## src/rtl/dot_matrix_grid_scanner.sv

```systemverilog
// Row-scanned dot-matrix driver rendering a GRID x GRID X/O board as 3x3 glyphs with cursor blink and win flash.
// Board inputs are snapshotted once per frame; dot_row and dot_col both register on the row-advance tick edge.
module dot_matrix_grid_scanner #(
   parameter int CLK_DIV      = 12500,
   parameter int ROWS         = 10,
   parameter int COLS         = 14,
   parameter int GRID         = 3,
   parameter int ROW_PITCH    = 3,
   parameter int COL_PITCH    = 4,
   parameter int BLINK_FRAMES = 16
) (
   input  logic                            freq,
   input  logic                            rst,
   input  logic [2*GRID*GRID-1:0]          board,
   input  logic [$clog2(GRID*GRID)-1:0]    cursor,
   input  logic                            cursor_en,
   input  logic [GRID*GRID-1:0]            win_mask,
   input  logic                            blank,
   output logic [ROWS-1:0]                 dot_row,
   output logic [COLS-1:0]                 dot_col,
   output logic                            frame_start
);
   localparam int NC = GRID * GRID;
   localparam int CW = $clog2(NC);
   localparam int PW = (CLK_DIV > 1) ? $clog2(CLK_DIV) : 1;
   localparam int RW = (ROWS > 1) ? $clog2(ROWS) : 1;
   localparam int BW = (BLINK_FRAMES > 1) ? $clog2(BLINK_FRAMES) : 1;

   logic [PW-1:0]   r_presc;
   logic [RW-1:0]   r_row_idx;
   logic [ROWS-1:0] r_dot_row;
   logic [COLS-1:0] r_dot_col;
   logic            r_frame_start;
   logic [BW-1:0]   r_blink_cnt;
   logic            r_phase;
   logic [2*NC-1:0] r_board;
   logic [CW-1:0]   r_cursor;
   logic            r_cursor_en;
   logic [NC-1:0]   r_win;

   logic            w_tick;
   logic            w_wrap;
   logic            w_blink_wrap;
   logic            w_next_phase;
   logic [RW-1:0]   w_next_idx;
   logic [2*NC-1:0] w_src_board;
   logic [CW-1:0]   w_src_cursor;
   logic            w_src_cursor_en;
   logic [NC-1:0]   w_src_win;
   logic [COLS-1:0] w_pix;

   function automatic logic [2:0] f_glyph(input logic [1:0] code, input int gy);
      logic [2:0] g;
      g = 3'b000;
      if (code == 2'd1)
         g = (gy == 1) ? 3'b010 : 3'b101;
      else if (code == 2'd2)
         g = (gy == 1) ? 3'b101 : 3'b010;
      return g;
   endfunction

   function automatic logic [COLS-1:0] f_row(
      input logic [RW-1:0]   y,
      input logic [2*NC-1:0] brd,
      input logic [CW-1:0]   cur,
      input logic            cen,
      input logic [NC-1:0]   win,
      input logic            ph
   );
      logic [COLS-1:0] pix;
      logic [3:0]      g;
      int              r;
      int              gy;
      int              c;
      int              gx;
      pix = '0;
      r   = int'(y) / ROW_PITCH;
      gy  = int'(y) % ROW_PITCH;
      for (int x = 0; x < COLS; x++) begin
         c  = x / COL_PITCH;
         gx = x % COL_PITCH;
         g  = 4'b0000;
         for (int k = 0; k < NC; k++) begin
            if (gy < 3 && gx < 3 && r < GRID && c < GRID && k == r * GRID + c) begin
               g[2:0] = f_glyph(brd[2*k +: 2], gy);
               // win flash outranks the cursor inversion
               if (win[k] && ph)
                  g[2:0] = 3'b000;
               else if (cen && ph && cur == CW'(k))
                  g[2:0] = ~g[2:0];
            end
         end
         pix[x] = g[gx[1:0]];
      end
      return pix;
   endfunction

   assign w_tick       = (r_presc == PW'(CLK_DIV - 1));
   assign w_wrap       = (r_row_idx == RW'(ROWS - 1));
   assign w_next_idx   = w_wrap ? '0 : r_row_idx + RW'(1);
   assign w_blink_wrap = (r_blink_cnt == BW'(BLINK_FRAMES - 1));
   assign w_next_phase = (w_wrap && w_blink_wrap) ? ~r_phase : r_phase;

   // row 0 is rendered from the snapshot being loaded on this same edge
   assign w_src_board     = w_wrap ? board     : r_board;
   assign w_src_cursor    = w_wrap ? cursor    : r_cursor;
   assign w_src_cursor_en = w_wrap ? cursor_en : r_cursor_en;
   assign w_src_win       = w_wrap ? win_mask  : r_win;
   assign w_pix = f_row(w_next_idx, w_src_board, w_src_cursor, w_src_cursor_en, w_src_win, w_next_phase);

   always_ff @(posedge freq) begin
      if (!rst) begin
         r_presc       <= '0;
         r_row_idx     <= '0;
         r_dot_row     <= ROWS'(1);
         r_dot_col     <= '0;
         r_frame_start <= 1'b0;
         r_blink_cnt   <= '0;
         r_phase       <= 1'b0;
         r_board       <= '0;
         r_cursor      <= '0;
         r_cursor_en   <= 1'b0;
         r_win         <= '0;
      end else begin
         r_frame_start <= 1'b0;
         r_presc       <= w_tick ? '0 : r_presc + PW'(1);
         if (w_tick) begin
            r_row_idx <= w_next_idx;
            r_dot_row <= ROWS'(1) << w_next_idx;
            r_dot_col <= blank ? '0 : w_pix;
            if (w_wrap) begin
               r_board       <= board;
               r_cursor      <= cursor;
               r_cursor_en   <= cursor_en;
               r_win         <= win_mask;
               r_blink_cnt   <= w_blink_wrap ? '0 : r_blink_cnt + BW'(1);
               r_phase       <= w_next_phase;
               r_frame_start <= 1'b1;
            end
         end
      end
   end

   assign dot_row     = r_dot_row;
   assign dot_col     = r_dot_col;
   assign frame_start = r_frame_start;
endmodule

```

## config.mk

```make
export PLATFORM = sky130hd
export DESIGN_NAME = dot_matrix_grid_scanner
export DESIGN_NICKNAME = d
export VERILOG_FILES = /design/src/rtl/dot_matrix_grid_scanner.sv
export SDC_FILE = /design/constraint.sdc
export NUM_CORES = 1
export LEC_CHECK = 0
export CAP_MARGIN = 20
export CORE_MARGIN = 10
export CORE_UTILIZATION = 41
export DETAILED_ROUTE_END_ITERATION = 7
export SYNTH_ARGS = -nofsm -noshare
export SYNTH_HDL_FRONTEND = slang
export SYNTH_SLANG_ARGS = --single-unit
```

## constraint.sdc

```tcl
create_clock -name freq -period 11 [get_ports freq]
set_input_delay 2.2 -clock freq [delete_from_list [all_inputs] [get_ports freq]]
set_output_delay 2.2 -clock freq [all_outputs]
set_load 0.02 [all_outputs]
```

# Word-level counts from Yosys, hierarchy flattened
# Index checks and enable logic that the tools add are counted.
[word_totals]
reg_bits = 80
latchBits = 0
ram_bits = 0
mem_bits_ro = 0
inputBits = 35
out_inout_bits = 25
wordCells = 297
memories = 0
[op_classes]
n_addsub = 5
multipliers = 1
div = 2
order_cmp = 2
eq_ne = 54
shifts = 1
n_mux = 137
bitwise = 29
reduce_logical = 55
[ops]
columns = ["operator", "n"]
rows = [
  ["equality test 4 x 32 -> 1 bit (first input constant)", 12],
  ["two-way mux 3 bit", 128],
  ["equality test 3 x 32 -> 1 bit (first input constant)", 6],
  ["equality test 2 x 32 -> 1 bit (first input constant)", 3],
  ["equality test 5 x 32 -> 1 bit (first input constant)", 3],
  ["logical NOT 32 bit", 3],
  ["NOT 3 bit", 27],
  ["less-than comparator 32 x 3 -> 1 bit (second input constant)", 2],
  ["logical AND 1 bit", 48],
  ["adder 32 x 2 -> 32 bit (second input constant)", 1],
  ["adder 32 x 3 -> 32 bit (second input constant)", 1],
  ["divider 5 x 3 -> 32 bit (second input constant)", 1],
  ["equality test 32 x 2 -> 1 bit (second input constant)", 1],
  ["modulo 5 x 3 -> 32 bit (second input constant)", 1],
  ["multiplier 32 x 3 -> 32 bit (second input constant)", 1],
  ["equality test 2 x 1 -> 1 bit (second input constant)", 9],
  ["equality test 2 bit (second input constant)", 9],
  ["two-way mux 18 bit", 1],
  ["equality test 4 x 3 -> 1 bit (second input constant)", 4],
  ["adder 14 x 1 -> 14 bit (second input constant)", 1],
  ["equality test 14 bit (second input constant)", 1],
  ["equality test 4 bit (second input constant)", 3],
  ["two-way mux 4 bit", 3],
  ["two-way mux 11 bit", 1],
  ["10 further kinds", 16],
]

# Depth between registers and ports, before layout
# Gate-level depths: netlist of the first run.
[logic_depth]
depth_word = 21
ltp_mapped = 25
mapped_depth_nobuf = 22

# Least setup slack after synthesis of the first run
# Ideal clock, no wire load.
[synth_timing]
kind = "register to register"
from = "register r_row_idx[0]"
to = "register r_dot_col[5], in the netlist dot_col[5]"
setup_time_ns = 0.087
arrival_ns = 5.029
t_required_ns = 10.913
setup_slack_ns = 5.884
stages_incl_launch_ff = 25
n_path_buf = 3
synth_period_minus_slack_ns = 5.116
cell_sequence = "dfxtp_1 -> buf_6 -> buf_2 -> inv_1 -> o21ai_0 -> a22o_1 -> ha_1 -> and4bb_1 -> a221o_1 -> a31oi_4 -> xor2_1 -> ha_1 -> clkbuf_1 -> inv_1 -> nand2b_4 -> ha_1 -> ha_1 -> ha_1 -> o21ai_1 -> or4_1 -> a21oi_1 -> o311ai_0 -> o21ai_1 -> o31ai_1 -> o31ai_1"
[synth_between]
elab_chain_len = 21
elab_cells_between_ends = 147
classes_between = "add/sub (2); mul (1); div (2); order compare (2); eq/ne (36); mux (63); bitwise (9); reduce/logical (32)"
[synth_lines]
columns = ["element", "line", "source"]
rows = [
  ["start, declared", "30", "logic [RW-1:0] r_row_idx;"],
  ["start signal, assigned", "128", "r_row_idx <= w_next_idx;"],
  ["adder 4 x 1 -> 4 bit or equality test 4 bit (tied branches)", "100, 99", ""],
  ["two-way mux 4 bit *", "100", "assign w_next_idx = w_wrap ? '0 : r_row_idx + RW'(1);"],
  ["net w_next_idx[0]", "45", "logic [RW-1:0] w_next_idx;"],
  ["parallel branches: the longest is 17 deep, another holds divider 5 x 3 -> 32 bit", "--", ""],
  ["two-way mux 3 bit *", "--", ""],
  ["two-way mux 11 bit *", "130", "r_dot_col <= blank ? '0 : w_pix;"],
  ["end signal, assigned", "130", ""],
  ["end, declared", "32", "logic [COLS-1:0] r_dot_col;"],
]
# Mark *: on every way through the listed nets, which the timed path passes. The select of a mux whose other input is x is not followed.
# A chain may end at the register's enable or synchronous reset.

# Worst setup path in the final report of the first run
# Ends and elaborated chain as after synthesis.

==> impl_results.md, run 1 <==
- Most frequent cell on the critical path: ha_1
- Ys async rst share: 0%
- DRT Pass-1 Iters: 5
- Hold Crit Start: r_board[0]
- Pre-CTS setup slack: roughly 5.0 ns
- Chip height: roughly 140 um
- IO Pins: 60
- R2R depth: 21
- Slew Viols, Final: 0
- Worst VDD drop: roughly 0.077 mV
- Period utilisation layout: between 50% and 60%
- Critical Path AT: roughly 6.3 ns
- Mean Syn Cell Area: between 7 and 8 um2
- Setup crit end: dot_col[5]
- Pin count of the biggest net entering global routing: 57
- Reg2reg end: dot_col[5]
- RSZ-0062 raised after global routing: no
- Routability cong.: 0.949
- Critical path launch point: r_row_idx[0]
- Slowest CP cell: dfxtp_1
- Seq. cell area: ~1400 um2
- Placeable Area: about 15000 um2
- Die span in x: 143 um
- Final setup margin: between 4 and 5 ns
- Top_reg_cell synth: dfxtp_1
- Hold WS: 0.462 ns
- Die area: about 20000 um2
- Critical R2R Launch: r_row_idx[0]
- Layout cell share with drive strength beyond 1: 6.42%
- Root buffer cell: clkbuf_16
- DP HPWL: about 14 mm
- CTS Hold Buffers Added: 0
- Initial Utilization: a little over two fifths
- Commonest non-fill, non-tap cell in the layout: nand2_1
- Fin nets: 902
- Worst slew margin: between 30% and 40%
- Number of H-tree levels: 3
- Clock sink count: around 70
- Synth unique cells: between 80 and 90
- Number of CTS-inserted buffers: 9
- Grt total ovfl: 0
- Synthesized area: between 6000 and 7000 um2
- Critical path launch point type: flip-flop
- Multi-input gate area: 4390 um2
- Number of core rows: 44
- Setup Viol. Count Final: 0
- Via/cell ratio: 5.97
- Min Tclk post-route: roughly 6.1 ns
- CP required: roughly 11 ns
- Setup CP Type: reg2reg
- Layout Skew: about 0.0085 ns
- Drt drc: 0
- Synth Warn #: 0
- Ant diodes: 0
- Number of fill cells: approximately 1.4k
- Seq/Total Area, Yosys: 23.3%
- Post-route ant nets: 0
- Commonest cells after routing, fill and taps aside: 170 x nand2_1, 72 x dfxtp_1, 54 x clkdlybuf4s50_1
- CTS tree: done
- Drt wl/cell: between 15 and 20 um
- Vias in the first global route: roughly 5.8k
- Post-route cell area: 7040 um2
- Clk_lat worst skew: between 0.3 and 0.4 ns
- Max cap viols: 0
- Total negative slack: 0 ns
- DRT iter0 DRCs: approximately 560
- Critical path fanouts, max: 20
- Antenna violations before repair: 0
- Pwr dens: approximately 85 nW/um2
- Fin. Hold Viols: 0
- First-pass GRT wire length: around 30 mm
- Leak Pwr: between 2 and 3 nW
- # resized after CTS: 0
- Post-synth EDFFs: 0
- Port Buffers: 54
- DP Area: between 6000 and 7000 um2
- Worst Max-Slew Pin Slew: 0.939 ns
- Via count: approximately 6.2k
- Yosys reg bits: slightly above 70
- Reg2Reg Setup Slack: 4.93 ns
- Critical Path End Type: flip-flop
- CP cell instances: inv_1 -> o21ai_0 -> a22o_1 -> ha_1 -> and4bb_1 -> a221o_1 -> a31oi_4 -> xor2_1 -> ha_1 -> inv_1 -> nand2b_4 -> ha_1 -> ha_1 -> ha_1 -> o21ai_1 -> or4_1 -> a211oi_1 -> o211ai_1 -> o31ai_1 -> a211oi_1 -> o31ai_1
- # Post-CTS Setup Buffers: 0
- Clock Tree Buf Depth: 2
- Min-Delay Path Class: reg2reg
- Achievable frequency: 165 MHz
- Mapped Cells: about 840
- Layout area overhead: 14.0%
- GR Util All Layers: 18.1%
- Clock-pin slew on the worst setup and hold paths: ~0.070 ns
- Worst path max stage delay: between 0.7 and 0.8 ns
- Post-Route WL: between 15 and 20 mm
- Outcome: finished, final reports clean
[sequential cells by signal (all words and copies together), names as in the netlist]
register and cells:
r_cursor 4, r_phase 1, r_presc 14, frame_start 1
r_board 18, dot_row 10, r_blink_cnt 4, dot_col 6
r_win 9, r_row_idx 4, r_cursor_en 1
[critical path: cells and delay by family (launching register included)]
kind / cells / cell delay (ns)
AND/OR/NAND/NOR: 3 / 0.90
XOR/XNOR: 1 / 0.27
AO/OA/AOI/OAI: 10 / 2.28
buffers and inverters: 2 / 0.37
flip-flops: 1 / 0.78
adder cells (fa/ha/maj): 5 / 1.37
[cell usage after synthesis (16+ instances only)]
| cell type | number | area, um2 |
|---|---|---|
| nor2_1 | 51 | 191 |
| and2_1 | 19 | 119 |
| dfxtp_1 | 72 | 1440 |
| a21oi_1 | 37 | 185 |
| nand2_1 | 170 | 638 |
| nor3_1 | 25 | 125 |
| nand3_1 | 28 | 140 |
| a21boi_0 | 33 | 248 |
| o21ai_0 | 29 | 145 |
| xnor2_1 | 16 | 140 |
| and3_1 | 19 | 119 |
| inv_1 | 18 | 67.6 |
| clkbuf_1 | 30 | 113 |
[power breakdown]
part	switching [mW]	total [mW]	leakage (nW)	internal [mW]
clock	0.129	0.314	0.151	0.185
combinational	0.0106	0.0250	1.87	0.0144
sequential	0.000881	0.262	0.580	0.262
total	0.140	0.601	2.60	0.461
[metrics by stage]
step | util (%) | instances | power, mW
2_1_floorplan | - | 839 | 0.278
3_3_place_gp | 46.0 | 1025 | 0.293
3_5_place_dp | 46.0 | 1025 | 0.293
4_1_cts | 48.1 | 1041 | 0.606
5_1_grt | 48.1 | 1041 | 0.622
6_report | 48.1 | 1041 | 0.601
[per-layer routing]
| layer | GRT usage, % | share of wire, % | routed length (um) |
|---|---|---|---|
| met5 | 0 | 0 | 0 |
| met3 | 3.71 | 7.4 | 1380 |
| met2 | 28.0 | 44 | 8250 |
| met4 | 5.59 | 1.5 | 284 |
| met1 | 24.6 | 47 | 8710 |
[worst min path at each step]
stage,to,slack (ns),cells past startpoint
after detailed placement,r_presc[0],0.46,1
after global routing,r_board[7],0.48,2
after floorplan,r_presc[0],0.43,1
after global placement,r_presc[0],0.45,1
final,r_board[0],0.46,2
after CTS,r_board[7],0.47,2
[kinds of logic (layout without fill, tap and decap cells)]
kind of cell / Yosys count / after routing / share of synthesized area, %
AO/OA/AOI/OAI: 222 / 222 / 27.6
XOR/XNOR: 29 / 29 / 4.23
adder cells (fa/ha/maj): 15 / 15 / 3.04
buffers and inverters: 78 / 96 / 6.05
flip-flops: 72 / 72 / 23.3
multiplexers: 19 / 19 / 3.52
other: 1 / 5 / 0.0607
AND/OR/NAND/NOR: 399 / 399 / 32.1
[area by class of cell]
class	instances	area share (%)
Clock inverter	6	1.07
Multi-Input combinational cell	689	62.4
Sequential cell	72	20.5
Tap cell	184	3.27
Inverter	19	1.01
Clock buffer	10	3.39
Timing Repair Buffer	61	8.42
Power figures use the tool's default switching activity.
==> inputs of run 2 (changes only) <==
==> constraint.sdc (replaced) <==
create_clock -name freq -period 6 [get_ports freq]
set_input_delay 1.2 -clock freq [delete_from_list [all_inputs] [get_ports freq]]
set_output_delay 1.2 -clock freq [all_outputs]
set_load 0.02 [all_outputs]
==> impl_results.md, run 2 (synthesis results as in run 1) <==
- RSZ-0062 raised after global routing: no
- Worst slew margin: 37.4% (+0.28 points)
- Number of fill cells: 1450 (+0.62%)
- Post-route ant nets: 0 (unchanged)
- Slew Viols, Final: 0 (unchanged)
- Clock sink count: 72 (unchanged)
- Met2 GRT Util: 28.1% (+0.098 points)
- Die span in x: 143 um (unchanged)
- CTS tree: done
- Critical path launch point type: flip-flop
- Clk_lat worst skew: 0.34 ns (about the same)
- Met3 Use GR: 3.52% (-0.20 points)
- CTS Hold Buffers Added: 0 (unchanged)
- Post-Route WL: 18.7 mm (+0.57%)
- Gr busiest metal: met2
- Chip height: 143 um (unchanged)
- First-pass GRT wire length: 30.2 mm (about the same)
- Critical path fanouts, max: 16 (-20%)
- Critical path depth: 21 (unchanged)
- Layout Skew: 0.00961 ns (+0.00108 ns)
- Buf+Inv Stages, Crit Path: 2 (unchanged)
- Hold Crit Start: dot_row[1]
- Commonest cells after routing, fill and taps aside: 170 x nand2_1, 71 x dfxtp_1, 54 x clkdlybuf4s50_1
- Layout Cells excl Fill: 1049 (+0.77%)
- CP cell instances: buf_4 -> nand2_1 -> xnor2_1 -> ha_1 -> and4bb_1 -> a221o_1 -> a31oi_4 -> xor2_1 -> ha_1 -> inv_1 -> nand2b_4 -> ha_1 -> ha_1 -> ha_1 -> o21ai_1 -> or4_1 -> a211oi_2 -> a21boi_0 -> nor3b_1 -> o22ai_1 -> a32oi_1
- Leak Pwr: 2.64 nW (+1.4%)
- Port Buffers: 54 (unchanged)
- Hold path cells: 2 (unchanged)
- Total negative slack: 0 ns (unchanged)
- Setup CP Type: reg2reg
- Top reg by flops: r_board
- Achievable frequency: 179 MHz (+8.8%)
- Most frequent cell on the critical path: ha_1
- Critical path launch point: r_row_idx[0]
- Number of cells after detailed placement: 1034 (+0.88%)
- Critical R2R Launch: r_row_idx[0]
- Antenna violations before repair: 0 (unchanged)
- Final setup margin: 0.423 ns (-4.51 ns)
- Pin count of the biggest net entering global routing: 57 (unchanged)
- Number of core rows: 44 (unchanged)
- DRT Pass-1 Iters: 5 (unchanged)
- Met1 Usage GRT: 24.5% (-0.17 points)
- IO Pins: 60 (unchanged)
- Vias in the first global route: 5772 (-1.2%)
- Routability cong.: 0.900 (-5.1%)
- DP HPWL: 13.9 mm (+1.1%)
- Clock-pin slew on the worst setup and hold paths: 0.07 ns (about the same)
- DRT iter0 DRCs: 504 (-10%)
- Die area: 20400 um2 (unchanged)
- Setup Viol. Count Final: 0 (unchanged)
- Critical Path AT: 5.80 ns (-0.53 ns)
- Min Tclk post-route: 5.58 ns (-0.490 ns)
- Layout cell share with drive strength beyond 1: 7.63% (+1.2 points)
- GR Util All Layers: 18.1% (+0.032 points)
- Number of H-tree levels: 3 (unchanged)
- Ant diodes: 0 (unchanged)
- Worst path max stage delay: 0.54 ns (-0.24 ns)
- Grt total ovfl: 0 (unchanged)
- Delay-heaviest family, CP: compound AO/OA/AOI/OAI gates
- Number of CTS-inserted buffers: 9 (unchanged)
- Max cap viols: 0 (unchanged)
- Layout area overhead: 14.9%
- Outcome: finished, final reports clean
- Period utilisation layout: 93.0% (+38 points)
- Drt drc: 0 (unchanged)
- Pwr dens: 151 nW/um2 (+77%)
- Commonest non-fill, non-tap cell in the layout: nand2_1
- Critical Path End Type: flip-flop
- Drt wl/cell: 17.9 um (-0.20%)
- Initial Utilization: 42.2% (unchanged)
- Pre-CTS setup slack: 0.386 ns (-4.60 ns)
- Clock Tree Buf Depth: 2 (unchanged)
- Fin nets: 911 (+1.0%)
- Min-Delay Path Class: reg2reg
- Worst Max-Slew Pin Slew: 0.937 ns (-0.00298 ns)
- Slowest CP cell: or4_1
- Max reg flops: 18 (unchanged)
- Worst VDD drop: 0.137 mV (+79%)
- Placeable Area: 14600 um2 (unchanged)
- Fin. Hold Viols: 0 (unchanged)
- Root buffer cell: clkbuf_16
- Via/cell ratio: 5.91 (-1.0%)
- Via count: 6202 (-0.27%)
- R2R depth: 21 (unchanged)
- CP required: 6.22 ns (-5.04 ns)
run 2: worst paths after layout:
path	end	slack, ns
worst min-delay path	dot_row[1]	0.46
worst max-delay path	dot_col[6]	0.42
worst max register to register	dot_col[6]	0.42
worst min register to register	dot_row[1]	0.46
run 2: area by class of cell:
type	count	area (um2)	share of cell area [%]
clock buffer	9	225	3.17
multi-input combinational	689	4400	62.0
tap	184	230	3.24
timing repair buffer	70	661	9.30
clock inverter	6	67.6	0.952
inverter	19	71.3	1.00
sequential	72	1440	20.3
run 2: through the flow:
stage / instance area, um2 / hold WS, ns / util, % / total power [mW]
CTS: 7090 / 0.465 / 48.4 / 1.09
finish: 7100 / 0.459 / 48.5 / 1.07
global route: 7100 / 0.481 / 48.5 / 1.10
floorplan: 6190 / 0.426 / - / 0.510
global placement: 6800 / 0.444 / 46.4 / 0.538
detailed placement: 6800 / 0.455 / 46.4 / 0.538
run 2: per-layer routing:
layer / vias to the layer above / part of all wire, % / wire length [um]
met4: 0 / 2.2 / 414
met5: - / 0 / 0
met3: 32 / 6.3 / 1170
met1: 2902 / 47 / 8860
met2: 202 / 44 / 8290
li1: 3066 / - / -
run 2: what timing repair did:
action,4_1_cts,5_1_grt
setup endpoints to repair,0,2
buffers inserted,0,0
gates resized for setup,0,3
run 2: tightest hold or removal path, cell delays in order, from the launching register on:
cell and delay [ns]:
dfxtp_1 0.31, nand2_1 0.04, a21boi_0 0.06
run 2: where the power goes:
part	switching, mW	total [mW]	internal, mW
Clock	0.223	0.545	0.322
Sequential	0.00163	0.481	0.480
Combinational	0.0195	0.0459	0.0264
Total	0.244	1.07	0.828
==> inputs of run 3 (changes only) <==
--- a/config.mk
+++ b/config.mk
@@ -5,9 +5,9 @@
 export SDC_FILE = /design/constraint.sdc
 export NUM_CORES = 1
 export LEC_CHECK = 0
-export CAP_MARGIN = 20
 export CORE_MARGIN = 10
 export CORE_UTILIZATION = 41
+export CTS_CLUSTER_DIAMETER = 80
 export DETAILED_ROUTE_END_ITERATION = 7
 export SYNTH_ARGS = -nofsm -noshare
 export SYNTH_HDL_FRONTEND = slang
==> results of run 3 <==
Same layout as run 2: the final DEF is identical, and so are final timing and power.
